## config.mk

```make
export PLATFORM = sky130hd
export DESIGN_NAME = mat_mac_seq_flat
export DESIGN_NICKNAME = d
export VERILOG_FILES = /design/src/rtl/mat_mac_seq_if.sv /design/src/rtl/mat_mac_seq.sv /design/src/flat_wrapper.sv
export SDC_FILE = /design/constraint.sdc
export NUM_CORES = 1
export LEC_CHECK = 0
export ABC_CLOCK_PERIOD_IN_PS = 3140
export CAP_MARGIN = 20
export CORE_AREA = 2 2 134 71
export DETAILED_ROUTE_END_ITERATION = 7
export DIE_AREA = 0 0 136 73
export HOLD_SLACK_MARGIN = 0.08
export PLACE_DENSITY = 0.72
export SYNTH_ARGS = -nofsm -noshare
export SYNTH_HDL_FRONTEND = slang
export SYNTH_SLANG_ARGS = --single-unit
```

## constraint.sdc

```tcl
create_clock -name clk -period 3.14 [get_ports clk]
set_input_delay 0.471 -clock clk [delete_from_list [all_inputs] [get_ports clk]]
set_output_delay 0.471 -clock clk [all_outputs]
set_load 0.02 [all_outputs]
```

## src/rtl/mat_mac_seq_if.sv

```systemverilog
// mat_mac_seq_if: bus bundle between the matrix-multiply sequencer and its
// surroundings (top-level control, operand memories, MAC chain, C memory).
//   master : sequencer side (drives busy/done, reads, MAC control, C writes)
//   slave  : environment side (drives start/abort and accumulator results)
// Parameters: AW = log2(N) (element address is 2*AW bits), DW = data width.
interface mat_mac_seq_if #(
    parameter int AW = 5,
    parameter int DW = 32
);
    logic            start;
    logic            abort;
    logic            busy;
    logic            done;
    logic            rd_en;
    logic [2*AW-1:0] a_addr;
    logic [2*AW-1:0] b_addr;
    logic            mac_en;
    logic            mac_clr;
    logic            mac_last;
    logic            acc_valid;
    logic [DW-1:0]   acc_data;
    logic            c_we;
    logic [2*AW-1:0] c_addr;
    logic [DW-1:0]   c_data;

    modport master (
        input  start, abort, acc_valid, acc_data,
        output busy, done, rd_en, a_addr, b_addr,
        output mac_en, mac_clr, mac_last, c_we, c_addr, c_data
    );

    modport slave (
        output start, abort, acc_valid, acc_data,
        input  busy, done, rd_en, a_addr, b_addr,
        input  mac_en, mac_clr, mac_last, c_we, c_addr, c_data
    );
endinterface

```

## src/rtl/mat_mac_seq.sv

```systemverilog
// mat_mac_seq: sequencer for the NxN fixed-point matrix multiply C = A x B.
// Issues A/B operand reads in i/j/k order (k innermost), drives the MAC
// enable/clear/last-term controls through a MEM_LAT-deep delay line, and
// writes the in-order accumulator results to C memory in row-major order.
// Ports:
//   clk, rst  : clock, synchronous active-high reset
//   bus       : mat_mac_seq_if.master (start/abort/busy/done, rd_en, a_addr,
//               b_addr, mac_en, mac_clr, mac_last, acc_valid, acc_data,
//               c_we, c_addr, c_data)
// Optional (macro MAT_MAC_SEQ_PERF_EN):
//   cyc_cnt   : RUN+DRAIN cycle count of the latest multiply (saturating)
//   stall_err : sticky flag, DRAIN lasted more than 64 cycles
module mat_mac_seq #(
    parameter int N       = 32,
    parameter int AW      = 5,
    parameter int DW      = 32,
    parameter int MEM_LAT = 1
) (
    input  logic           clk,
    input  logic           rst,
    mat_mac_seq_if.master  bus
`ifdef MAT_MAC_SEQ_PERF_EN
    ,
    output logic [31:0]    cyc_cnt,
    output logic           stall_err
`endif
);
    typedef enum logic [1:0] {IDLE, RUN, DRAIN, DONE} state_t;

    localparam int            WW     = 2*AW + 1;
    localparam logic [WW-1:0] W_FULL = WW'(N*N);
    localparam logic [AW-1:0] KMAX   = AW'(N-1);

    state_t                state_q, state_d;
    logic [AW-1:0]         i_q, j_q, k_q, i_d, j_d, k_d;
    logic                  rd_en_q;
    logic [2*AW-1:0]       a_addr_q, b_addr_q;
    logic [MEM_LAT-1:0]    en_pipe_q, last_pipe_q;
    logic                  clr_q;
    logic [WW-1:0]         w_q;
    logic                  c_we_q;
    logic [2*AW-1:0]       c_addr_q;
    logic [DW-1:0]         c_data_q;

    logic active, accept, abort_hit, issue_last, wr_ok;

    assign active     = (state_q == RUN) || (state_q == DRAIN);
    assign accept     = (state_q == IDLE) && bus.start;
    assign abort_hit  = active && bus.abort;
    assign issue_last = rd_en_q && (i_q == KMAX) && (j_q == KMAX) && (k_q == KMAX);
    // Results past N*N cannot legally arrive; the counter simply stops there.
    assign wr_ok      = active && bus.acc_valid && !abort_hit && (w_q != W_FULL);

    // State register
    always_ff @(posedge clk) begin
        if (rst) state_q <= IDLE;
        else     state_q <= state_d;
    end

    // Next-state logic
    always_comb begin
        state_d = state_q;
        case (state_q)
            IDLE:  if (bus.start) state_d = RUN;
            RUN:   if (bus.abort) state_d = IDLE;
                   else if (issue_last) state_d = DRAIN;
            DRAIN: if (bus.abort) state_d = IDLE;
                   else if (w_q == W_FULL) state_d = DONE;
            DONE:  state_d = IDLE;
            default: state_d = IDLE;
        endcase
    end

    // Next issue indices: k innermost, then j, then i.
    always_comb begin
        k_d = k_q + AW'(1);
        j_d = j_q;
        i_d = i_q;
        if (k_q == KMAX) begin
            j_d = j_q + AW'(1);
            if (j_q == KMAX) i_d = i_q + AW'(1);
        end
    end

    // Issue counters, control delay line and result path
    always_ff @(posedge clk) begin
        if (rst) begin
            i_q         <= '0;
            j_q         <= '0;
            k_q         <= '0;
            rd_en_q     <= 1'b0;
            a_addr_q    <= '0;
            b_addr_q    <= '0;
            en_pipe_q   <= '0;
            last_pipe_q <= '0;
            clr_q       <= 1'b0;
            w_q         <= '0;
            c_we_q      <= 1'b0;
            c_addr_q    <= '0;
            c_data_q    <= '0;
        end else begin
            clr_q  <= abort_hit;
            c_we_q <= wr_ok;
            if (abort_hit) begin
                // Flush in-flight operands so the MAC sees nothing further.
                rd_en_q     <= 1'b0;
                en_pipe_q   <= '0;
                last_pipe_q <= '0;
            end else begin
                for (int s = MEM_LAT-1; s > 0; s--) begin
                    en_pipe_q[s]   <= en_pipe_q[s-1];
                    last_pipe_q[s] <= last_pipe_q[s-1];
                end
                en_pipe_q[0]   <= rd_en_q;
                last_pipe_q[0] <= rd_en_q && (k_q == KMAX);

                if (accept) begin
                    i_q      <= '0;
                    j_q      <= '0;
                    k_q      <= '0;
                    rd_en_q  <= 1'b1;
                    a_addr_q <= '0;
                    b_addr_q <= '0;
                end else if (state_q == RUN) begin
                    if (issue_last) begin
                        rd_en_q <= 1'b0;
                    end else begin
                        i_q      <= i_d;
                        j_q      <= j_d;
                        k_q      <= k_d;
                        rd_en_q  <= 1'b1;
                        a_addr_q <= {i_d, k_d};
                        b_addr_q <= {k_d, j_d};
                    end
                end
            end

            if (accept) begin
                w_q <= '0;
            end else if (wr_ok) begin
                // Low 2*AW bits of w are {w_i, w_j}: row-major C address.
                c_addr_q <= w_q[2*AW-1:0];
                c_data_q <= bus.acc_data;
                w_q      <= w_q + WW'(1);
            end
        end
    end

    // Outputs
    always_comb begin
        bus.busy     = active;
        bus.done     = (state_q == DONE);
        // Clear fires in the accepting cycle itself, and the cycle after an abort.
        bus.mac_clr  = clr_q || (accept && !rst);
        bus.rd_en    = rd_en_q;
        bus.a_addr   = a_addr_q;
        bus.b_addr   = b_addr_q;
        bus.mac_en   = en_pipe_q[MEM_LAT-1];
        bus.mac_last = last_pipe_q[MEM_LAT-1];
        bus.c_we     = c_we_q;
        bus.c_addr   = c_addr_q;
        bus.c_data   = c_data_q;
    end

`ifdef MAT_MAC_SEQ_PERF_EN
    logic [6:0] drain_cnt_q;

    always_ff @(posedge clk) begin
        if (rst) begin
            cyc_cnt     <= '0;
            stall_err   <= 1'b0;
            drain_cnt_q <= '0;
        end else if (accept) begin
            cyc_cnt     <= '0;
            stall_err   <= 1'b0;
            drain_cnt_q <= '0;
        end else begin
            if (active && (cyc_cnt != 32'hFFFF_FFFF)) cyc_cnt <= cyc_cnt + 32'd1;
            if (state_q == DRAIN) begin
                // drain_cnt_q == 64 means this is the 65th DRAIN cycle.
                if (drain_cnt_q == 7'd64) stall_err <= 1'b1;
                else drain_cnt_q <= drain_cnt_q + 7'd1;
            end
        end
    end
`endif
endmodule
```

## src/flat_wrapper.sv

```systemverilog
// flat-port wrapper written by rule: the top's interface ports become plain ports
module mat_mac_seq_flat 
#(
    parameter int N       = 32,
    parameter int AW      = 5,
    parameter int DW      = 32,
    parameter int MEM_LAT = 1
)
  (clk, rst, bus_start, bus_abort, bus_acc_valid, bus_acc_data, bus_busy, bus_done, bus_rd_en, bus_a_addr, bus_b_addr, bus_mac_en, bus_mac_clr, bus_mac_last, bus_c_we, bus_c_addr, bus_c_data);
  mat_mac_seq_if #(.AW(AW), .DW(DW)) bus_i ();
  input  logic clk;
  input  logic rst;
  input wire logic [$bits(bus_i.start)-1:0] bus_start;
  input wire logic [$bits(bus_i.abort)-1:0] bus_abort;
  input wire logic [$bits(bus_i.acc_valid)-1:0] bus_acc_valid;
  input wire logic [$bits(bus_i.acc_data)-1:0] bus_acc_data;
  output wire logic [$bits(bus_i.busy)-1:0] bus_busy;
  output wire logic [$bits(bus_i.done)-1:0] bus_done;
  output wire logic [$bits(bus_i.rd_en)-1:0] bus_rd_en;
  output wire logic [$bits(bus_i.a_addr)-1:0] bus_a_addr;
  output wire logic [$bits(bus_i.b_addr)-1:0] bus_b_addr;
  output wire logic [$bits(bus_i.mac_en)-1:0] bus_mac_en;
  output wire logic [$bits(bus_i.mac_clr)-1:0] bus_mac_clr;
  output wire logic [$bits(bus_i.mac_last)-1:0] bus_mac_last;
  output wire logic [$bits(bus_i.c_we)-1:0] bus_c_we;
  output wire logic [$bits(bus_i.c_addr)-1:0] bus_c_addr;
  output wire logic [$bits(bus_i.c_data)-1:0] bus_c_data;
  assign bus_i.start = bus_start;
  assign bus_i.abort = bus_abort;
  assign bus_i.acc_valid = bus_acc_valid;
  assign bus_i.acc_data = bus_acc_data;
  assign bus_busy = bus_i.busy;
  assign bus_done = bus_i.done;
  assign bus_rd_en = bus_i.rd_en;
  assign bus_a_addr = bus_i.a_addr;
  assign bus_b_addr = bus_i.b_addr;
  assign bus_mac_en = bus_i.mac_en;
  assign bus_mac_clr = bus_i.mac_clr;
  assign bus_mac_last = bus_i.mac_last;
  assign bus_c_we = bus_i.c_we;
  assign bus_c_addr = bus_i.c_addr;
  assign bus_c_data = bus_i.c_data;
  mat_mac_seq #(.N(N), .AW(AW), .DW(DW), .MEM_LAT(MEM_LAT)) u_core (.clk(clk), .rst(rst), .bus(bus_i));
endmodule
```

======== Yosys cells after proc, flatten, opt, wreduce, memory -nomap -nowiden ========
Cells that the tools add are included.
storage, ports and cells
  logic and storage cells ................. 80
  output and inout port bits .............. 69
  input bits .............................. 37
  flip-flop bits (word level) ............. 95
cells by class
  add/sub/neg operators ................... 4
  reductions and logical operators ........ 21
  multiplexer cells ....................... 27
  equal/unequal tests ..................... 12
  bitwise logic cells ..................... 2
operators with widths
  kind                     number
  $mux W10                 6
  $mux W5                  12
  $add A5 B1 Y5 const B    3
  $eq A5 B5 Y1 const B     3
  $add A11 B1 Y11 const B  1
  $eq A11 B11 Y1 const B   1
  $ne A11 B11 Y1 const B   1
  $logic_and A1 B1 Y1      10
  $mux W2                  5
  $pmux W2 S4              1
  $reduce_and A3 Y1        2
  $eq A2 B2 Y1 const B     2
  $reduce_or A2 Y1         2
  $mux W1                  3
  $ne A3 B2 Y1 const B     1
  $ne A3 B3 Y1 const B     1
  $eq A2 B1 Y1 const B     1
  $logic_not A1 Y1         2
  $logic_not A2 Y1         1
  $logic_or A1 B1 Y1       2
  $ne A2 B1 Y1 const B     1
  $ne A2 B2 Y1 const B     1
  $not A1 Y1               2
  $reduce_and A2 Y1        1
  $reduce_bool A2 Y1       1

======== Depth between registers and ports, before layout ========
  depth in word-level cells ............... 7
  depth in mapped cells ................... 8
  gate-level depth less buffers ........... 7

======== Least setup slack after synthesis ========
Ideal clock, no wire load.
  kind .................................... register to register
  from .................................... register, netlist name u_core.bus.b_addr[5]
  to ...................................... register u_core.a_addr_q[5] (netlist: u_core.bus.a_addr[5])
  setup slack ............................. 1.037 ns
  clock period less this slack ............ 2.103 ns
  library setup time ...................... 0.121 ns
  arrival ................................. 1.983 ns
  required time ........................... 3.019 ns
  stages on the path, launching flop included .. 8
  cell sequence ........................... dfxtp_1 -> ha_1 -> and3_1 -> ha_1 -> nand4_1 -> and2_0 -> nor4b_2 -> mux2_2
RTL lines
  element               RTL line            source
  to (signal assigned)  mat_mac_seq.sv:132  a_addr_q <= {i_d, k_d};
  to (decl)             mat_mac_seq.sv:37   logic [2*AW-1:0] a_addr_q, b_addr_q;

======== Worst setup path after layout ========
  from .................................... register u_core.state_q[0]
  to ...................................... output bus_mac_clr
between the ends
  word-level cells in the longest chain between the ends .. 4
ends and longest elaborated chain
  element                 RTL line            source
  from (decl)             mat_mac_seq.sv:34   state_t state_q, state_d;
  from (signal assigned)  mat_mac_seq.sv:57   else state_q <= state_d;
  $logic_not A2 Y1        mat_mac_seq.sv:48   assign accept = (state_q == IDLE) && bus.start;
  $logic_and A1 B1 Y1     mat_mac_seq.sv:48
  $logic_and A1 B1 Y1     mat_mac_seq.sv:154  bus.mac_clr = clr_q || (accept && !rst);
  $logic_or A1 B1 Y1      mat_mac_seq.sv:154
  to (decl)               flat_wrapper.sv:23  output wire logic [$bits(bus_i.mac_clr)-1:0] bus_mac_clr;
No other way between the ends.

==> reports/qor.txt <==
worst skew pair latency - 340 ps
Sink Count - 75
nets - 530
Yosys top cell area share - 0.4076
crit share post-route - 0.8193
Synth cell types - 53
fin util - 0.5646
Max VDD drop - 0.2751 mV
Final HPWL DP - 6558 um
Final Skew - 9.393 ps
Power Dens Cells - 453.9 nW/um2
# resized after CTS - 0
initial antenna violation count - 0
Setup Viol. Count Final - 0
syn nets - 436
gr usage total - 0.1953
core region area - 8946 um2
FF-to-FF Start - u_core.bus.b_addr[5]
Worst Hold Depth - 2
Fin Setup TNS - 0 ps
synth top area cells - dfxtp_1 (41%), nand2b_1 (14%), mux2i_1 (12%), ha_1 (4.4%), a21oi_1 (2.0%)
Clock power frac - 0.430
Die H - 73 um
fmax - 388.7 MHz
critical path launch point type - flip-flop
num rows - 25
Die Area - 9928 um2
CP arrival - 2100 ps
Area Overhead vs Synth - 37.13%
Reg clk slew, reported paths - 70 ps
CP required - 2670 ps
Setup crit start - u_core.state_q[0]
vias per inst - 5.051
Post-Synthesis Cells - 386
Mean Syn Cell Area - 9.543 um2
most frequent cell after synthesis - nand2b_1
number of flops mapped to enable cells by yosys - 0
final cell count without fillers - 606
Logic pwr share - 0.137
CP endpoint - bus_mac_clr
Net Sw Power - 618.1 uW
Max Slew Vio Count - 0
DRC - 0
final worst path period need - 2573 ps
CTS tree - yes
Cells after DPL - 590
routed len/inst - 14.94 um
status - complete, no violations
Setup Buffers After CTS - 0
R2R cell count - 7
CP Capture Type - output port
Diodes inserted - 0
Reg power frac - 0.432
Initial Utilization - 0.4117
Seq/Total Area, Yosys - 0.4076
synthesis-stage register bit count - 75
Die X - 136 um
worst slew pin tran - 516.1 ps
hold buffer count at CTS - 0
Max-cap violations - 0
crit-path max FO - 7
Setup Crit Path Kind - reg2out
leakage - 0.001770 uW
Hold Path Origin - u_core.bus.c_data[18]
final hold violation count - 0
gpl congestion - 0.8340
Sw Share - 0.2696
Port Buf Inserts - 105
Worst slew margin - 0.6560
cts bufs inserted - 9
Syn Std Cell Area - 3684 um2
number of global-route vias before repair - 2934
Most used DFF post-synth - dfxtp_1
H-tree depth - 3
largest net degree at the start of global routing - 77
synth cell count leaders - nand2b_1 (83), dfxtp_1 (75), mux2i_1 (43), a21oi_1 (15), nor2_1 (14)
share of cells above drive strength 1 - 0.06186
routed vias - 3061
final WL - 9053 um
TritonRoute pass-1 iters - 4
Post-synth ARST share - 0
RSZ-0062 raised after global routing - false
GRT overflow - 0
Routed Antenna Nets - 0
Hold WC Path Type - reg2reg
Synth area leader - dfxtp_1
Clock Tree Root - clkbuf_16
clk buf depth - 2
P_int - 1675 uW
FF-to-FF setup slack - 590 ps
synth warn - 0
I/O pin cnt - 106
first-pass GRT wire length - 14990 um
detailed router's first-iteration violation count - 221
Critical R2R Capture - u_core.bus.a_addr[5]
## per-stage QoR
step                      worst slack [ps]  cell area [um2]  hold slack (ps)  total power (uW)
after floorplan                       1037             3684            478.3              1201
after global placement               626.1             4766            457.1              1320
after detailed placement             614.0             4766            463.4              1327
after CTS                            564.5             5051            477.6              2321
after global routing                 400.5             5051            497.0              2392
final                                567.4             5051            474.3              2293
## registers in the layout (all words and copies together), names as in the netlist
| name | flops |
|---|---|
| u_core.bus.rd_en | 1 |
| u_core.bus.c_data | 32 |
| u_core.bus.mac_last | 1 |
| u_core.bus.c_we | 1 |
| u_core.bus.b_addr | 9 |
| u_core.bus.c_addr | 10 |
| u_core.bus.mac_en | 1 |
| u_core.state_q | 2 |
| u_core.bus.a_addr | 5 |
| u_core.w_q | 11 |
| u_core.clr_q | 1 |
| u_core.i_q | 1 |
## worst min path at each step
stage               slack [ps]                     to
finish                     470  u_core.bus.c_data[18]
global route               500  u_core.bus.c_data[18]
CTS                        480  u_core.bus.c_data[11]
detailed placement         460   u_core.bus.c_addr[2]
global placement           460  u_core.bus.c_data[24]
floorplan                  480          u_core.w_q[7]
## layout make-up
class	instances	area, um2
Inverter	10	37.54
Clock inverter	7	60.06
Sequential cell	75	1501
Tap cell	121	151.4
Multi-Input combinational cell	275	1987
Fill cell	781	3895
Clock buffer	9	225.2
Timing Repair Buffer	109	1089
## critical path, cell delays in order, from the launching register on
cell,delay (ps)
dfxtp_1,360
inv_1,110
ha_1,280
nand2_1,140
o21bai_1,210
clkdlybuf4s50_1,650
## cell usage in the layout, fill, tap and decap left out, drive strengths merged, types with 3 or more instances in the layout
master	count
nand4	8
nor3	3
buf	5
o31ai	3
ha	13
inv	14
dfxtp	75
xnor2	4
nand3	8
a22o	4
nand2b	83
and2	5
nor2	15
clkdlybuf4s50	104
mux2i	43
a31oi	5
a21oi	15
a21o	3
nor4	3
nand2	9
o21ai	10
clkbuf	9
nor2b	3
and3	6
## power by group through the flow
stage	clock network, uW	logic (uW)	registers [uW]
floorplan	0	172	1030
global placement	0	309	1010
detailed placement	0	315	1010
CTS	1010	316	991
global route	1050	344	994
finish	987	315	991
## logic make-up after synthesis
| kind of cell | after synthesis | synth area share |
|---|---|---|
| buffers and inverters | 36 | 0.05299 |
| muxes | 44 | 0.1199 |
| xor gates and xnor gates | 6 | 0.01427 |
| adders and majority gates | 13 | 0.04416 |
| and+or+nand+nor | 160 | 0.2663 |
| DFF | 75 | 0.4076 |
| AOI/OAI and AO/OA | 52 | 0.09477 |
## layer usage
metal,global-route usage,wire [um],share of wire,vias to the layer above
met5,0,0,0,-
met4,0.05903,108,0.012,0
met3,0.09722,1014,0.11,10
met2,0.2842,3614,0.40,124
met1,0.2543,4317,0.48,1405
li1,-,-,-,1522
Power figures use the tool's default switching activity.
